<file path="src/rtl/reflet_vga_layer_blender.sv">
`default_nettype none
// ============================================================================
// Module   : reflet_vga_layer_blender
// Brief    : Fixed-latency VGA layer compositor. Stage 0 registers the syncs,
//            the background and every layer's colour and alpha. Each later
//            stage k blends layer k-1 over the result of stage k-1. Layer 0
//            is the lowest layer and layer layers-1 is the topmost.
//            Latency is layers+1 cycles. One pixel is accepted every cycle.
// Options  : REFLET_VGA_BLEND_ALPHA_EN
//              - defined:   weighted alpha blending.
//              - undefined: binary alpha, where any non-zero alpha selects
//                           the layer colour.
// Revision : 1.0 - initial release
// ============================================================================
module reflet_vga_layer_blender #(
   parameter int color_depth = 2,
   parameter int layers      = 2,
   parameter int alpha_depth = 2
) (
   input  logic                            clk,
   input  logic                            reset,
   input  logic                            pix_valid_in,
   input  logic                            h_sync_in,
   input  logic                            v_sync_in,
   input  logic [color_depth-1:0]          R_bg,
   input  logic [color_depth-1:0]          G_bg,
   input  logic [color_depth-1:0]          B_bg,
   input  logic [layers*color_depth-1:0]   R_layers,
   input  logic [layers*color_depth-1:0]   G_layers,
   input  logic [layers*color_depth-1:0]   B_layers,
   input  logic [layers*alpha_depth-1:0]   a_layers,
   output logic [color_depth-1:0]          R_out,
   output logic [color_depth-1:0]          G_out,
   output logic [color_depth-1:0]          B_out,
   output logic                            h_sync,
   output logic                            v_sync,
   output logic                            pix_valid_out
);

`ifdef REFLET_VGA_BLEND_ALPHA_EN
   // Full-scale weight, 2^alpha_depth. The all-ones alpha code maps onto
   // this weight so that an all-ones alpha gives a fully opaque layer.
   localparam logic [alpha_depth:0] c_full = {1'b1, {alpha_depth{1'b0}}};
`endif

   // Accumulated colour and timing for each stage. Index 0 holds the
   // sampled background. Index layers holds the finished pixel.
   logic [color_depth-1:0]        r_red   [0:layers];
   logic [color_depth-1:0]        r_grn   [0:layers];
   logic [color_depth-1:0]        r_blu   [0:layers];
   logic                          r_valid [0:layers];
   logic                          r_hs    [0:layers];
   logic                          r_vs    [0:layers];

   // Layer data sampled in stage 0 and carried along with its own pixel.
   // Later input changes therefore cannot affect a pixel in flight.
   logic [layers*color_depth-1:0] r_lay_r [0:layers-1];
   logic [layers*color_depth-1:0] r_lay_g [0:layers-1];
   logic [layers*color_depth-1:0] r_lay_b [0:layers-1];
   logic [layers*alpha_depth-1:0] r_lay_a [0:layers-1];

   // Blend result presented to each stage register.
   logic [color_depth-1:0]        w_red   [1:layers];
   logic [color_depth-1:0]        w_grn   [1:layers];
   logic [color_depth-1:0]        w_blu   [1:layers];

   // Blend one channel of a foreground colour over a background colour.
   function automatic logic [color_depth-1:0] blend_ch(
      input logic [color_depth-1:0] fg,
      input logic [color_depth-1:0] bg,
      input logic [alpha_depth-1:0] a
   );
`ifdef REFLET_VGA_BLEND_ALPHA_EN
      logic [alpha_depth:0]             w;
      logic [alpha_depth:0]             w_inv;
      logic [color_depth+alpha_depth:0] sum;
      w     = (a == '1) ? c_full : {1'b0, a};
      w_inv = c_full - w;
      // The sum is at most 2^alpha_depth * (2^color_depth - 1), so it
      // cannot overflow this width.
      sum   = ({{color_depth{1'b0}}, w}     * {{(alpha_depth+1){1'b0}}, fg})
            + ({{color_depth{1'b0}}, w_inv} * {{(alpha_depth+1){1'b0}}, bg});
      blend_ch = color_depth'(sum >> alpha_depth);
`else
      blend_ch = (a != '0) ? fg : bg;
`endif
   endfunction

   // Stage k composites layer k-1 over the colour produced by stage k-1.
   always_comb begin
      for (int k = 1; k <= layers; k++) begin
         w_red[k] = blend_ch(r_lay_r[k-1][(k-1)*color_depth +: color_depth], r_red[k-1],
                             r_lay_a[k-1][(k-1)*alpha_depth +: alpha_depth]);
         w_grn[k] = blend_ch(r_lay_g[k-1][(k-1)*color_depth +: color_depth], r_grn[k-1],
                             r_lay_a[k-1][(k-1)*alpha_depth +: alpha_depth]);
         w_blu[k] = blend_ch(r_lay_b[k-1][(k-1)*color_depth +: color_depth], r_blu[k-1],
                             r_lay_a[k-1][(k-1)*alpha_depth +: alpha_depth]);
      end
   end

   // Pipeline registers. Reset is asynchronous, discards every pixel in
   // flight, and leaves both syncs at their idle-high level.
   always_ff @(posedge clk or negedge reset) begin
      if (!reset) begin
         for (int k = 0; k <= layers; k++) begin
            r_red[k]   <= '0;
            r_grn[k]   <= '0;
            r_blu[k]   <= '0;
            r_valid[k] <= 1'b0;
            r_hs[k]    <= 1'b1;
            r_vs[k]    <= 1'b1;
         end
         for (int k = 0; k < layers; k++) begin
            r_lay_r[k] <= '0;
            r_lay_g[k] <= '0;
            r_lay_b[k] <= '0;
            r_lay_a[k] <= '0;
         end
      end else begin
         r_red[0]   <= R_bg;
         r_grn[0]   <= G_bg;
         r_blu[0]   <= B_bg;
         r_valid[0] <= pix_valid_in;
         r_hs[0]    <= h_sync_in;
         r_vs[0]    <= v_sync_in;
         r_lay_r[0] <= R_layers;
         r_lay_g[0] <= G_layers;
         r_lay_b[0] <= B_layers;
         r_lay_a[0] <= a_layers;
         for (int k = 1; k <= layers; k++) begin
            r_red[k]   <= w_red[k];
            r_grn[k]   <= w_grn[k];
            r_blu[k]   <= w_blu[k];
            r_valid[k] <= r_valid[k-1];
            r_hs[k]    <= r_hs[k-1];
            r_vs[k]    <= r_vs[k-1];
         end
         for (int k = 1; k < layers; k++) begin
            r_lay_r[k] <= r_lay_r[k-1];
            r_lay_g[k] <= r_lay_g[k-1];
            r_lay_b[k] <= r_lay_b[k-1];
            r_lay_a[k] <= r_lay_a[k-1];
         end
      end
   end

   // Colour is forced to black outside the visible area.
   assign R_out         = r_valid[layers] ? r_red[layers] : '0;
   assign G_out         = r_valid[layers] ? r_grn[layers] : '0;
   assign B_out         = r_valid[layers] ? r_blu[layers] : '0;
   assign h_sync        = r_hs[layers];
   assign v_sync        = r_vs[layers];
   assign pix_valid_out = r_valid[layers];

endmodule
`default_nettype wire

</file>
<file path="config.mk">
export PLATFORM = sky130hd
export DESIGN_NAME = reflet_vga_layer_blender
export DESIGN_NICKNAME = d
export VERILOG_FILES = /design/src/rtl/reflet_vga_layer_blender.sv
export SDC_FILE = /design/constraint.sdc
export NUM_CORES = 1
export LEC_CHECK = 0
export CAP_MARGIN = 40
export CORE_ASPECT_RATIO = 0.75
export CORE_MARGIN = 8
export CORE_UTILIZATION = 47
export DETAILED_ROUTE_END_ITERATION = 6
export PLACE_DENSITY = 0.86
export SKIP_CTS_REPAIR_TIMING = 1
export SYNTH_ARGS = -nofsm -noshare
export SYNTH_HDL_FRONTEND = slang
export SYNTH_SLANG_ARGS = --single-unit
</file>
<file path="constraint.sdc">
create_clock -name clk -period 1.2 [get_ports clk]
set_input_delay 0.12 -clock clk [delete_from_list [all_inputs] [get_ports clk]]
set_output_delay 0.12 -clock clk [all_outputs]
set_load 0.05 [all_outputs]
</file>
==> reports/qor.csv <==
stage,metric,value,unit
clocking,cts-root-buf,clkbuf_8,
power_and_ir_drop,comb_power_share,10.2,%
clocking,htree_levels,2,
power_and_ir_drop,switching_share,20.1,%
critical_path,cp_cell_sequence,and2_2 > buf_12,
power_and_ir_drop,seq_power_share,55.1,%
power_and_ir_drop,p_int,2.69,mW
logic_synthesis,avgSynthCellArea,20.8,sq um
sta,rsz0062_at_grt,yes,
die,die_x,80.8,microns
sta,timing.final.crit_share,99.0,%
power_and_ir_drop,p_sw,678,uW
route,wl_per_cell,13.4,microns
clocking,clockBufferDepth,2,
logic_synthesis,synth_cells,71,
cells_and_area,drive_gt1_share,40.2,%
flow_run,maxCapViolCount,0,
route,totalWireLength,2070,microns
cells_and_area,nFillCells,192,
die,die_h,64.6,microns
sta,skew,2.34,ps
placement,place.port_buffers,35,
grt,grt_pass1_wl,3530,microns
power_and_ir_drop,irDropWorstVdd,1.05,mV
grt,antenna_found_initial,0,
die,std_cell_rows,17,
route,dr.pass1.iters,4,
cells_and_area,multiInputGateArea,204,sq um
route,ant_nets,0,
critical_path,rr_worst_depth,2,
power_and_ir_drop,power_density,1590,nW/um^2
critical_path,slowest_delay,430,ps
logic_synthesis,ys_types,5,
die,dieArea,5220,sq um
sta,period_needed,1190,ps
power_and_ir_drop,clkPwrFrac,34.8,%
route,drt_iter0_drc,8,
critical_path,worst-path-stages,2,
sta,tns,0,ps
clocking,numCtsBuffers,5,
hold_path,min_path_type,input pin to flop,
sta,drv_slew,0,
critical_path,critPathKind,flop to output port,
critical_path,crit_fanout,7,
sta,tightest_slew,438,ps
critical_path,crit_buf_inv,1,
clocking,cts_sinks,51,
critical_path,critPathLaunchType,flop,
critical_path,r2r_start,r_lay_a[3]$_DFF_PN0_,
power_and_ir_drop,power.total,3.37,mW
grt,grt_overflow,0,
hold_path,min-delay-start,h_sync_in,
critical_path,cp.arrival,1070,ps
die,core,2980,sq um
cells_and_area,final_common_cell,dfrtp_1,
critical_path,required,1080,ps
placement,dp_hpwl,1590,microns
sta,relSlewSlack,70.8,%
cells_and_area,regArea,1280,sq um
placement,gp_congestion,0.649,
grt,grt_max_degree,33,
clocking,clock_latency,290,ps
die,io_pins,36,
clocking,cts_tree,yes,
route,drt-vias-per-instance,4.45,
route,vias,690,
grt,track_usage,9.06,%
logic_synthesis,ys_warn_count,0,
cells_and_area,diodes,0,
status,status,"complete, no violations",
sta,setup_viol,0,
hold_path,min_path_cells,1,
critical_path,cp-end-kind,output port,
critical_path,crit_start,pix_valid_out$_DFF_PN0_,
critical_path,slowest_stage,dfrtp_2,
critical_path,path_delay_family,flip-flops,
sta,max_freq,842,MHz
route,drcViolationCount,0,
logic_synthesis,synth.yosys.seq_area_share,86.8,%
logic_synthesis,netlist_area,1480,sq um
grt,grt_pass1_vias,801,
die,initial_core_util,49.7,%
placement,placed_cell_area,1990,sq um
power_and_ir_drop,p_leak,0.920,nW
cells_and_area,fin_nets,143,
cells_and_area,syn_to_final_growth,43.8,%
clocking,cts.clk_slew.worst_paths,80,ps
cells_and_area,final_cell_mix,"dfrtp_1, clkdlybuf4s50_1, mux2_2",
cells_and_area,postLayoutCellArea,2130,sq um
logic_synthesis,syn_nets,98,
logic_synthesis,synth_seq_cells,51,
sta,hold_viol,0,
==> cells by family after synthesis <==
group	after synthesis	share of synthesized area, %
flops	51	86.8
mux	12	9.14
simple gates	8	4.06
==> final cells by class <==
class	instances	share of cell area (%)
Sequential cell	51	60.4
Timing Repair Buffer	38	22.2
Multi-Input combinational cell	20	9.59
Clock buffer	6	3.88
Tap cell	38	2.24
Clock inverter	2	1.65
==> final timing paths <==
check,end,slack (ps)
hold / removal,r_hs[2]$_DFF_PN1_,230
setup reg to reg,r_red[0]$_DFF_PN0_,120
hold reg to reg,r_lay_a[3]$_DFF_PN0_,350
min in group asynchronous,r_lay_a[7]$_DFF_PN0_,310
max in group asynchronous,r_lay_b[2]$_DFF_PN0_,390
setup / recovery,R_out[0],10
==> sequential cells by signal, indices dropped and copies added, names as in the netlist <==
name,flops
r_hs,2
r_grn,6
r_valid,2
r_vs,2
v_sync,1
r_lay_r,6
r_blu,6
r_red,6
r_lay_a,6
h_sync,1
r_lay_g,6
pix_valid_out,1
r_lay_b,6
==> power groups by stage <==
stage / clock [mW] / sequential [mW] / combinational (mW)
floorplan: 0 / 1.90 / 0.106
global placement: 0 / 1.89 / 0.332
detailed placement: 0 / 1.89 / 0.342
CTS: 1.20 / 1.86 / 0.343
global route: 1.26 / 1.87 / 0.368
finish: 1.17 / 1.86 / 0.344
==> metal layers <==
metal	share of wire [%]	up-vias	GRT usage [%]
li1	-	314	-
met1	41	343	10.4
met2	50	30	13.7
met3	8.2	3	4.55
met4	1.2	0	4.67
met5	0	-	0
==> stage by stage <==
stage / hold slack (ps) / util [%] / setup WS [ps] / std cells
after floorplan: -176 / - / 27.6 / 71
after global placement: 77.4 / 66.8 / 153 / 145
after detailed placement: 91.7 / 66.8 / 120 / 145
after CTS: -233 / 70.8 / -67.8 / 153
after global routing: 220 / 71.4 / -27.1 / 155
final: 225 / 71.4 / 12.6 / 155
==> Yosys cell counts, drive strengths merged <==
| master | instances | area share [%] |
|---|---|---|
| dfstp | 6 | 11 |
| nor2 | 2 | 1.5 |
| and2 | 6 | 2.5 |
| dfrtp | 45 | 76 |
| mux2 | 12 | 9.1 |
(Power assumes the default switching activity.)
==> RTL change (same settings) <==
Add a define of `REFLET_VGA_BLEND_ALPHA_EN`.
--- a/src/rtl/reflet_vga_layer_blender.sv
+++ b/src/rtl/reflet_vga_layer_blender.sv
@@ -13,4 +13,6 @@
 // Revision : 1.0 - initial release
 // ============================================================================
+`define REFLET_VGA_BLEND_ALPHA_EN
+
 module reflet_vga_layer_blender #(
    parameter int color_depth = 2,
Behaviour: not the same (a bounded check fails within 4 cycles, from zero or initial values and one cycle with reset low).
==> RTL change against the original RTL <==
The flow now finishes with violations (setup timing). Wire length grew 110%. Highest routed layer unchanged. Sequential cell count is the same. Non-clock buffer count grew 20. Critical path type is now reg -> reg. Worst setup slack lost 1.6 ns. Worst hold slack lost 0.011 ns. Cell area grew 68%. Via count grew 130%. Power grew 28%. Global-route usage grew 2.4 points. Area after synthesis grew 77%. Critical endpoint is now r_grn[3].
==> RTL change: results (changes against the original RTL) <==
routed wl met3 -> 198 µm (+16%)
DRT iter0 DRCs -> 81 (+73)
R2R depth -> 11 (+9)
Final setup viols -> 12 (+12)
violated checks -> setup timing
largest net degree at the start of global routing -> 52 (+58%)
post-route setup slack -> -1.61 ns (-1.62 ns)
Via density -> 4.47 (+0.51%)
metal2 WL -> 2170 µm (+110%)
DP HPWL -> 3350 µm (+110%)
final net count -> 341 (+140%)
Post-Synth XOR/XNOR Area -> 0.0805 (+0.0805)
Min Hold Slack -> 0.215 ns (-0.0108 ns)
status -> complete, but fails checks
Peak supply drop -> 0.734 mV (-30%)
top cells by area, synth -> dfrtp_1, fa_1, ha_1
Adder-Cell Fraction of Synth Area -> 0.251 (+0.251)
wire length per cell -> 12.2 µm (-8.8%)
sequential area share after synthesis -> 0.491 (-0.377)
WL met1 -> 1890 µm (+120%)
share of layout cells above drive strength 1 -> 0.307 (-0.0949)
clock latency at the later pin of the worst-skew pair -> 0.31 ns (+0.02 ns)
RePlAce Congestion -> 0.827 (+27%)
mux cell area share after synthesis -> 0 (-0.0914)
pre-CTS WS -> -1.69 ns (-1.81 ns)
top cells by count, synth -> dfrtp_1, nand2_1, and2_1, inv_1, fa_1
first-pass GRT wire length -> 7270 µm (+110%)
CP Max Fanout -> 5 (-2)
gr usage total -> 0.115 (+0.0244)
Synth cell types -> 12 (+7)
leakage power -> 1.57 nW (+71%)
R2R Setup Slk -> -1.61 ns (-1.73 ns)
RR Startpoint -> r_lay_a[5]
Layout fillers -> 405 (+110%)
dpl cell area -> 3360 µm² (+69%)
## RTL change: critical path: stages, from the launching register on
cell,delay [ns]
dfrtp_1,0.41
buf_6,0.12
ha_4,0.13
buf_6,0.12
nand2_4,0.05
fa_1,0.54
inv_2,0.04
fa_1,0.48
fa_2,0.39
xnor2_2,0.15
xnor2_1,0.18
xnor2_1,0.13
## RTL change: metrics by stage
step	TNS [ns]	instances
finish	-17.67	352
global route	-18.88	352
CTS	-19.02	346
detailed placement	-18.28	338
global placement	-17.41	338
floorplan	-16.51	213
## RTL change: how the worst max path moves through the flow
stage | end | slack, ns | cells after the start
2_1_floorplan | r_red[3] | -1.51 | 10
3_3_place_gp | r_grn[3] | -1.59 | 11
3_5_place_dp | r_red[1] | -1.69 | 11
4_1_cts | r_red[1] | -1.70 | 11
5_1_grt | r_red[3] | -1.72 | 10
6_report | r_grn[3] | -1.61 | 11
## RTL change: area by class of cell
type	count	area [µm²]	area share
Tap cell	75	93.8	0.0262
Clock inverter	2	12.5	0.00349
Sequential cell	51	1290	0.359
Multi-Input combinational cell	134	1390	0.387
Inverter	26	100	0.0279
Timing Repair Buffer	58	631	0.176
Clock buffer	6	72.6	0.0203
## RTL change: report_power, final
part	internal, mW	leakage, nW	switching, mW
Clock	0.408	0.0412	0.547
Sequential	1.92	0.595	0.102
Combinational	0.700	0.935	0.631
## RTL change: cells by family (layout without fill, tap and decap cells)
group                    after synthesis  in the layout
AND/OR/NAND/NOR                       72             72
XOR/XNOR                              24             24
buffers and inverters                 28             92
flip-flops                            51             51
adder cells (fa/ha/maj)               38             38
## RTL change: metal layers
metal | up-vias | global-route usage
met2 | 32 | 0.194
met5 | - | 0
li1 | 760 | -
met3 | 4 | 0.0432
met4 | 0 | 0.0336
met1 | 779 | 0.134
